File: src/rtl/axil_cfg_initiator.sv
// -----------------------------------------------------------------------------
// axil_cfg_initiator
//
// Single-outstanding AXI4-Lite initiator. Each command accepted on the cmd_*
// port runs exactly one AXI-Lite read or write; the outcome comes back on the
// rsp_* port. Typical targets are the stream switch control slave or any
// other AXI-Lite register block on the shell clock.
//
// Handshake rule (cmd_*, rsp_* and every AXI channel): a beat transfers on a
// rising clock edge where valid and ready are both high. A source holds valid
// and its payload stable until that edge; ready may toggle freely.
//
// Ports
//   axil_aclk, axil_rst     clock, synchronous active-high reset
//   cmd_valid/ready         command handshake
//   cmd_write/addr/wdata    1 = write, target address, write data
//   rsp_valid/ready         response handshake
//   rsp_rdata/resp/timeout  read data (0 for writes), BRESP/RRESP, abort flag
//   m_axil_aw*/w*/b*        AXI-Lite write channels (wstrb fixed at 4'hF)
//   m_axil_ar*/r*           AXI-Lite read channels
//   stat_*_cnt              transaction statistics (optional, see below)
//   dbg_state               current FSM state encoding
//
// Optional feature: define AXIL_CFG_INITIATOR_STATS_EN to add the
// stat_wr_cnt / stat_rd_cnt / stat_err_cnt outputs.
//
// Timeout: with TIMEOUT_CYCLES > 0 each phase (request acceptance, then
// response) may last at most TIMEOUT_CYCLES cycles. On expiry all AXI
// valids/readies drop and the response reports rsp_resp = 2'b10 with
// rsp_timeout = 1. TIMEOUT_CYCLES = 0 waits forever.
// -----------------------------------------------------------------------------
module axil_cfg_initiator #(
    parameter int ADDR_W         = 32,
    parameter int TIMEOUT_CYCLES = 1024
) (
    input  logic              axil_aclk,
    input  logic              axil_rst,

    // Command port
    input  logic              cmd_valid,
    output logic              cmd_ready,
    input  logic              cmd_write,
    input  logic [ADDR_W-1:0] cmd_addr,
    input  logic [31:0]       cmd_wdata,

    // Response port
    output logic              rsp_valid,
    input  logic              rsp_ready,
    output logic [31:0]       rsp_rdata,
    output logic [1:0]        rsp_resp,
    output logic              rsp_timeout,

    // AXI-Lite write address
    output logic              m_axil_awvalid,
    output logic [ADDR_W-1:0] m_axil_awaddr,
    input  logic              m_axil_awready,

    // AXI-Lite write data
    output logic              m_axil_wvalid,
    output logic [31:0]       m_axil_wdata,
    output logic [3:0]        m_axil_wstrb,
    input  logic              m_axil_wready,

    // AXI-Lite write response
    input  logic              m_axil_bvalid,
    input  logic [1:0]        m_axil_bresp,
    output logic              m_axil_bready,

    // AXI-Lite read address
    output logic              m_axil_arvalid,
    output logic [ADDR_W-1:0] m_axil_araddr,
    input  logic              m_axil_arready,

    // AXI-Lite read data
    input  logic              m_axil_rvalid,
    input  logic [31:0]       m_axil_rdata,
    input  logic [1:0]        m_axil_rresp,
    output logic              m_axil_rready,

`ifdef AXIL_CFG_INITIATOR_STATS_EN
    output logic [31:0]       stat_wr_cnt,
    output logic [31:0]       stat_rd_cnt,
    output logic [31:0]       stat_err_cnt,
`endif

    // Debug
    output logic [2:0]        dbg_state
);

    typedef enum logic [2:0] {
        ST_IDLE    = 3'd0,
        ST_WR_REQ  = 3'd1,
        ST_WR_RESP = 3'd2,
        ST_RD_REQ  = 3'd3,
        ST_RD_RESP = 3'd4,
        ST_RSP     = 3'd5
    } state_t;

    localparam logic [1:0]  RESP_OKAY   = 2'b00;
    localparam logic [1:0]  RESP_SLVERR = 2'b10;
    localparam bit          TMO_EN      = (TIMEOUT_CYCLES > 0);
    localparam logic [15:0] TMO_LAST    = TMO_EN ? 16'(TIMEOUT_CYCLES - 1) : 16'd0;

    // -------------------------------------------------------------------------
    // State
    // -------------------------------------------------------------------------
    state_t              state_q,       state_d;
    logic [15:0]         tmo_q,         tmo_d;
    logic                cmd_ready_q,   cmd_ready_d;
    logic [ADDR_W-1:0]   addr_q,        addr_d;
    logic [31:0]         wdata_q,       wdata_d;
    logic                write_q,       write_d;
    logic                awvalid_q,     awvalid_d;
    logic                wvalid_q,      wvalid_d;
    logic                arvalid_q,     arvalid_d;
    logic                bready_q,      bready_d;
    logic                rready_q,      rready_d;
    logic                rsp_valid_q,   rsp_valid_d;
    logic [31:0]         rsp_rdata_q,   rsp_rdata_d;
    logic [1:0]          rsp_resp_q,    rsp_resp_d;
    logic                rsp_timeout_q, rsp_timeout_d;

    logic                tmo_hit;
    logic                abort;

    // Last permitted cycle of the current phase.
    assign tmo_hit = TMO_EN && (tmo_q == TMO_LAST);

    // -------------------------------------------------------------------------
    // Next-state / output logic
    // -------------------------------------------------------------------------
    always_comb begin
        state_d       = state_q;
        addr_d        = addr_q;
        wdata_d       = wdata_q;
        write_d       = write_q;
        awvalid_d     = awvalid_q;
        wvalid_d      = wvalid_q;
        arvalid_d     = arvalid_q;
        bready_d      = bready_q;
        rready_d      = rready_q;
        rsp_valid_d   = rsp_valid_q;
        rsp_rdata_d   = rsp_rdata_q;
        rsp_resp_d    = rsp_resp_q;
        rsp_timeout_d = rsp_timeout_q;
        abort         = 1'b0;
        cmd_ready_d   = 1'b0;
        tmo_d         = 16'd0;

        unique case (state_q)
            ST_IDLE: begin
                // cmd_ready_q (not the state) qualifies the handshake so the
                // cycle right after reset never accepts a command.
                if (cmd_valid && cmd_ready_q) begin
                    addr_d  = cmd_addr;
                    wdata_d = cmd_wdata;
                    write_d = cmd_write;
                    if (cmd_write) begin
                        state_d   = ST_WR_REQ;
                        awvalid_d = 1'b1;
                        wvalid_d  = 1'b1;
                    end else begin
                        state_d   = ST_RD_REQ;
                        arvalid_d = 1'b1;
                    end
                end
            end

            ST_WR_REQ: begin
                // AW and W retire independently, in any order or together.
                if (awvalid_q && m_axil_awready) awvalid_d = 1'b0;
                if (wvalid_q  && m_axil_wready)  wvalid_d  = 1'b0;
                if (!awvalid_d && !wvalid_d) begin
                    state_d  = ST_WR_RESP;
                    bready_d = 1'b1;
                end else if (tmo_hit) begin
                    abort = 1'b1;
                end
            end

            ST_WR_RESP: begin
                if (m_axil_bvalid) begin
                    state_d       = ST_RSP;
                    bready_d      = 1'b0;
                    rsp_valid_d   = 1'b1;
                    rsp_resp_d    = m_axil_bresp;
                    rsp_rdata_d   = 32'd0;
                    rsp_timeout_d = 1'b0;
                end else if (tmo_hit) begin
                    abort = 1'b1;
                end
            end

            ST_RD_REQ: begin
                if (m_axil_arready) begin
                    state_d   = ST_RD_RESP;
                    arvalid_d = 1'b0;
                    rready_d  = 1'b1;
                end else if (tmo_hit) begin
                    abort = 1'b1;
                end
            end

            ST_RD_RESP: begin
                if (m_axil_rvalid) begin
                    state_d       = ST_RSP;
                    rready_d      = 1'b0;
                    rsp_valid_d   = 1'b1;
                    rsp_resp_d    = m_axil_rresp;
                    rsp_rdata_d   = m_axil_rdata;
                    rsp_timeout_d = 1'b0;
                end else if (tmo_hit) begin
                    abort = 1'b1;
                end
            end

            ST_RSP: begin
                if (rsp_ready) begin
                    state_d     = ST_IDLE;
                    rsp_valid_d = 1'b0;
                end
            end

            default: begin
                state_d = ST_IDLE;
            end
        endcase

        // A beat completing in the expiry cycle is handled above and never
        // reaches here, so completion beats the timeout.
        if (abort) begin
            state_d       = ST_RSP;
            awvalid_d     = 1'b0;
            wvalid_d      = 1'b0;
            arvalid_d     = 1'b0;
            bready_d      = 1'b0;
            rready_d      = 1'b0;
            rsp_valid_d   = 1'b1;
            rsp_resp_d    = RESP_SLVERR;
            rsp_rdata_d   = 32'd0;
            rsp_timeout_d = 1'b1;
        end

        cmd_ready_d = (state_d == ST_IDLE);

        // Phase timer: restarts on every state change, counts only while an
        // AXI phase is outstanding.
        if (state_d != state_q) begin
            tmo_d = 16'd0;
        end else if (state_q == ST_WR_REQ || state_q == ST_WR_RESP ||
                     state_q == ST_RD_REQ || state_q == ST_RD_RESP) begin
            tmo_d = tmo_q + 16'd1;
        end
    end

    // -------------------------------------------------------------------------
    // Registers
    // -------------------------------------------------------------------------
    always_ff @(posedge axil_aclk) begin
        if (axil_rst) begin
            state_q       <= ST_IDLE;
            tmo_q         <= 16'd0;
            cmd_ready_q   <= 1'b0;
            addr_q        <= '0;
            wdata_q       <= 32'd0;
            write_q       <= 1'b0;
            awvalid_q     <= 1'b0;
            wvalid_q      <= 1'b0;
            arvalid_q     <= 1'b0;
            bready_q      <= 1'b0;
            rready_q      <= 1'b0;
            rsp_valid_q   <= 1'b0;
            rsp_rdata_q   <= 32'd0;
            rsp_resp_q    <= RESP_OKAY;
            rsp_timeout_q <= 1'b0;
        end else begin
            state_q       <= state_d;
            tmo_q         <= tmo_d;
            cmd_ready_q   <= cmd_ready_d;
            addr_q        <= addr_d;
            wdata_q       <= wdata_d;
            write_q       <= write_d;
            awvalid_q     <= awvalid_d;
            wvalid_q      <= wvalid_d;
            arvalid_q     <= arvalid_d;
            bready_q      <= bready_d;
            rready_q      <= rready_d;
            rsp_valid_q   <= rsp_valid_d;
            rsp_rdata_q   <= rsp_rdata_d;
            rsp_resp_q    <= rsp_resp_d;
            rsp_timeout_q <= rsp_timeout_d;
        end
    end

`ifdef AXIL_CFG_INITIATOR_STATS_EN
    // -------------------------------------------------------------------------
    // Statistics: counted when a response is consumed (RSP -> IDLE).
    // -------------------------------------------------------------------------
    logic [31:0] stat_wr_q;
    logic [31:0] stat_rd_q;
    logic [31:0] stat_err_q;
    logic        rsp_done;

    assign rsp_done = (state_q == ST_RSP) && rsp_ready;

    always_ff @(posedge axil_aclk) begin
        if (axil_rst) begin
            stat_wr_q  <= 32'd0;
            stat_rd_q  <= 32'd0;
            stat_err_q <= 32'd0;
        end else if (rsp_done) begin
            if (write_q) stat_wr_q <= stat_wr_q + 32'd1;
            else         stat_rd_q <= stat_rd_q + 32'd1;
            if (rsp_resp_q != RESP_OKAY || rsp_timeout_q)
                stat_err_q <= stat_err_q + 32'd1;
        end
    end

    assign stat_wr_cnt  = stat_wr_q;
    assign stat_rd_cnt  = stat_rd_q;
    assign stat_err_cnt = stat_err_q;
`endif

    // -------------------------------------------------------------------------
    // Outputs (all registered)
    // -------------------------------------------------------------------------
    assign cmd_ready      = cmd_ready_q;
    assign rsp_valid      = rsp_valid_q;
    assign rsp_rdata      = rsp_rdata_q;
    assign rsp_resp       = rsp_resp_q;
    assign rsp_timeout    = rsp_timeout_q;

    assign m_axil_awvalid = awvalid_q;
    assign m_axil_awaddr  = addr_q;
    assign m_axil_wvalid  = wvalid_q;
    assign m_axil_wdata   = wdata_q;
    assign m_axil_wstrb   = 4'hF;
    assign m_axil_bready  = bready_q;
    assign m_axil_arvalid = arvalid_q;
    assign m_axil_araddr  = addr_q;
    assign m_axil_rready  = rready_q;

    assign dbg_state      = state_q;

endmodule

File: config.mk
export PLATFORM = sky130hd
export DESIGN_NAME = axil_cfg_initiator
export DESIGN_NICKNAME = d
export VERILOG_FILES = /design/src/rtl/axil_cfg_initiator.sv
export SDC_FILE = /design/constraint.sdc
export NUM_CORES = 1
export LEC_CHECK = 0
export BUFFER_PORTS_ARGS = -buffer_cell sky130_fd_sc_hd__buf_2
export CAP_MARGIN = 40
export CORE_MARGIN = 4
export CORE_UTILIZATION = 30
export DETAILED_ROUTE_END_ITERATION = 12
export MAX_ROUTING_LAYER = met4
export PLACE_DENSITY = 0.58
export SKIP_LAST_GASP = 1
export SLEW_MARGIN = 20
export SYNTH_ARGS = -nofsm -noshare
export SYNTH_HDL_FRONTEND = slang
export SYNTH_SLANG_ARGS = --single-unit
export TNS_END_PERCENT = 100
File: constraint.sdc
create_clock -name axil_aclk -period 6 [get_ports axil_aclk]
set_input_delay 0.6 -clock axil_aclk [delete_from_list [all_inputs] [get_ports axil_aclk]]
set_output_delay 0.6 -clock axil_aclk [all_outputs]
set_load 0.01 [all_outputs]
==> flow_summary_export.csv <==
group,metric,value,unit
floorplan,die_area,0.0189,sq mm
final_layout,fin_area,0.00679,sq mm
cts,cts_buffers,17,
route,drt_pass1_iterations,4,
synthesis,async_reset_ff_share,0,%
synthesis,synth_top_cell_by_area,"dfxtp_1",
critical_path,cp.arrival,3080,ps
sta,period_minus_slack,2820,ps
final_layout,drive_above_1_share,35.1,%
global_route,track_usage,14.7,%
floorplan,initial_core_util,30.5,%
synthesis,synth_compound_area_share,13.8,%
placed_design,placed_area,0.00619,sq mm
power_and_ir_drop,switching_power,0.000783,W
synthesis,synth-simple-area-share,24.0,%
floorplan,core_area,0.0165,sq mm
route,drtAntennaViolNets,0,
power_and_ir_drop,p_int,0.00180,W
synthesis,synth_ff_type,"dfxtp_1",
power_and_ir_drop,ir_drop,0.178,mV
global_route,gr-total-overflow,0,
synthesis,synth-xor-area-share,2.43,%
global_route,first_global_vias,4192,
sta,setup_viol,0,
synthesis,synthTopCellsByArea,"dfxtp_1 50%, nand2_1 13%, a21oi_1 11%, buf_4 5.8%, nand3_1 3.8%",
power_and_ir_drop,pwr-share-seq,38.4,%
power_and_ir_drop,p_leak,2.99,nW
critical_path,cp_top_family,"simple AND/OR/NAND/NOR gates",
placed_design,routabilityCongestion,0.775,
synthesis,synth-seq-cells,125,
critical_path,cp-start-kind,"flip-flop",
job,max_cap_violations,0,
cts,cts_tree,"built",
min_path,hp-class,"in2reg",
floorplan,core.rowCount,47,
critical_path,crit_fanout,39,
synthesis,ys_seq_area_share,49.6,%
critical_path,critical-path-slowest-cell,"dfxtp_1",
route,drtIter0Drc,248,
cts,path_clk_slew,60,ps
global_route,grt_max_degree,73,
critical_path,critPathKind,"reg2reg",
global_route,antenna_found_initial,0,
synthesis,muxShareOfSynthArea,0.596,%
synthesis,synthTopCellsByCount,"178 x nand2_1, 125 x dfxtp_1, 106 x a21oi_1",
sta,slew_headroom,46.2,%
cts,insertion_delay,400,ps
sta,final_hold_viol_count,0,
route,wl,14.4,mm
cts,cts-htree-levels,4,
sta,fmax,0.354,GHz
floorplan,fp.dieW,138,um
critical_path,cp_slowest_stage_delay,830,ps
synthesis,synth_top_area_share,49.6,%
synthesis,synthCells,629,
cts,cts_resized,0,
sta,setup_tns,0,ps
synthesis,syn_area,0.00504,sq mm
synthesis,synth_edf_count,0,
critical_path,endpoint_kind,"flip-flop",
global_route,grt_pass1_wl,21.5,mm
synthesis,synthAdderAreaFrac,0.248,%
sta,rsz0062_at_grt,"false",
critical_path,cp.required,6260,ps
synthesis,synth.most_common_cell,"nand2_1",
sta,clock_skew,11.0,ps
route,vias_per_cell,4.48,
power_and_ir_drop,finalPower,0.00258,W
floorplan,io_pins,255,
power_and_ir_drop,power.share.combinational,21.7,%
synthesis,synth_top_family_by_area,"simple AND/OR/NAND/NOR gates",
cts,clkSinkCount,125,
status,status,"finished clean",
sta,min_period_over_period,47.0,%
power_and_ir_drop,p_clk_share,39.9,%
synthesis,synth.distinct_cells,41,
synthesis,yosysWarnings,0,
floorplan,die_h,138,um
sta,worst_pin_slew,807,ps
power_and_ir_drop,p_sw_share,30.4,%
cts,clock_path_buffers,2,
synthesis,avgSynthCellArea,8.02,sq um
route,wl_per_cell,13.6,um
power_and_ir_drop,p_per_area,380,mW/mm^2
route,vias,4762,
cts,hold_buffers,0,
route,drc,0,
final_layout,nNetsFinal,941,
cts,post_cts_buffers,0,
critical_path,cp_num_buf_inv,0,
final_layout,area_delta_synth_final,34.7,%
critical_path,cp_cell_sequence,"or3b_1 -> o21bai_4 -> a311oi_4 -> or2_2 -> nor2_1",
placed_design,hpwl,9.95,mm
placed_design,portBuffers,250,
cts,ctsRootBufferMaster,"clkbuf_16",
sta,slew_viol_final,0,
-- flip-flops by register name, summed over array words and instances (netlist names) --
| name | flops |
|---|---|
| m_axil_rready | 1 |
| rsp_valid | 1 |
| m_axil_wvalid | 1 |
| cmd_ready | 1 |
| m_axil_wdata | 32 |
| dbg_state | 3 |
| m_axil_bready | 1 |
| m_axil_araddr | 32 |
| rsp_rdata | 32 |
| tmo_q | 16 |
| rsp_resp | 2 |
| rsp_timeout | 1 |
| m_axil_arvalid | 1 |
| m_axil_awvalid | 1 |
-- area by class of cell --
class,instances,area [sq um]
antenna,1,2.50
inverter,4,15.0
timing repair buffer,256,1300
multi-input combinational,426,2100
tap,220,275
clock inverter,10,140
sequential,125,2500
fill,1757,9730
clock buffer,20,457
-- cell families (layout without fill, tap and decap cells) --
family,after synthesis,after routing
muxes,3,3
adders and majority gates,1,1
DFF,125,125
AOI/OAI and AO/OA,122,122
and+or+nand+nor,282,282
buffers and inverters,81,290
xor gates and xnor gates,14,14
other,1,5
-- power groups by stage --
stage	clock network [W]	registers [W]	logic [W]
5_1_grt	0.00110	0.00100	0.000621
3_3_place_gp	0	0.00101	0.000568
6_report	0.00103	0.000991	0.000559
4_1_cts	0.00106	0.000991	0.000569
2_1_floorplan	0	0.00103	0.000357
3_5_place_dp	0	0.00101	0.000568
-- metal layers --
metal	global-route usage (%)	up-vias	part of all wire (%)
li1	-	2435	-
met1	18.5	2160	45
met2	22.7	148	47
met3	3.76	19	6.2
met4	5.71	0	2.0
met5	-	-	0
-- layout by cell type, fill, tap and decap left out, types with 3 or more instances in the layout --
| cell type | synthesis | layout |
|---|---|---|
| a211oi_1 | 3 | 3 |
| a21o_1 | 3 | 3 |
| a21oi_1 | 106 | 105 |
| buf_2 | 4 | 250 |
| buf_4 | 39 | 6 |
| bufinv_16 | 0 | 3 |
| clkbuf_16 | 0 | 17 |
| clkinvlp_4 | 0 | 3 |
| conb_1 | 1 | 4 |
| dfxtp_1 | 125 | 125 |
| inv_1 | 4 | 4 |
| mux2i_1 | 3 | 3 |
| nand2_1 | 178 | 178 |
| nand3_1 | 38 | 38 |
| nand3b_1 | 6 | 6 |
| nand4_1 | 4 | 4 |
| nor2_1 | 33 | 33 |
| nor2b_1 | 7 | 6 |
| nor3_1 | 3 | 3 |
| o21bai_1 | 3 | 3 |
| xnor2_1 | 7 | 7 |
| xor2_1 | 7 | 7 |
-- path summary, 6_finish.rpt --
path	start	endpoint	slack (ps)	cells past startpoint
worst min-delay path	cmd_wdata[8]	m_axil_wdata[8]	430	3
worst max-delay path	dbg_state[0]	m_axil_arvalid	3180	5
worst min register to register	rsp_rdata[24]	rsp_rdata[24]	440	2
worst max register to register	dbg_state[0]	m_axil_arvalid	3180	5
-- through the flow --
step           util (%)  hold WS (ps)  setup slack (ps)  std cells
2_1_floorplan         -           429              3870        632
3_3_place_gp       37.5           436              3240       1031
3_5_place_dp       37.5           441              3220       1031
4_1_cts            41.1           405              3210       1061
5_1_grt            41.1           415              2990       1061
6_report           41.1           428              3180       1062
-- tightest hold or removal path: stages --
cell	delay [ps]
buf_2	90
nand2_1	40
a21oi_1	50
(Power assumes the default switching activity.)
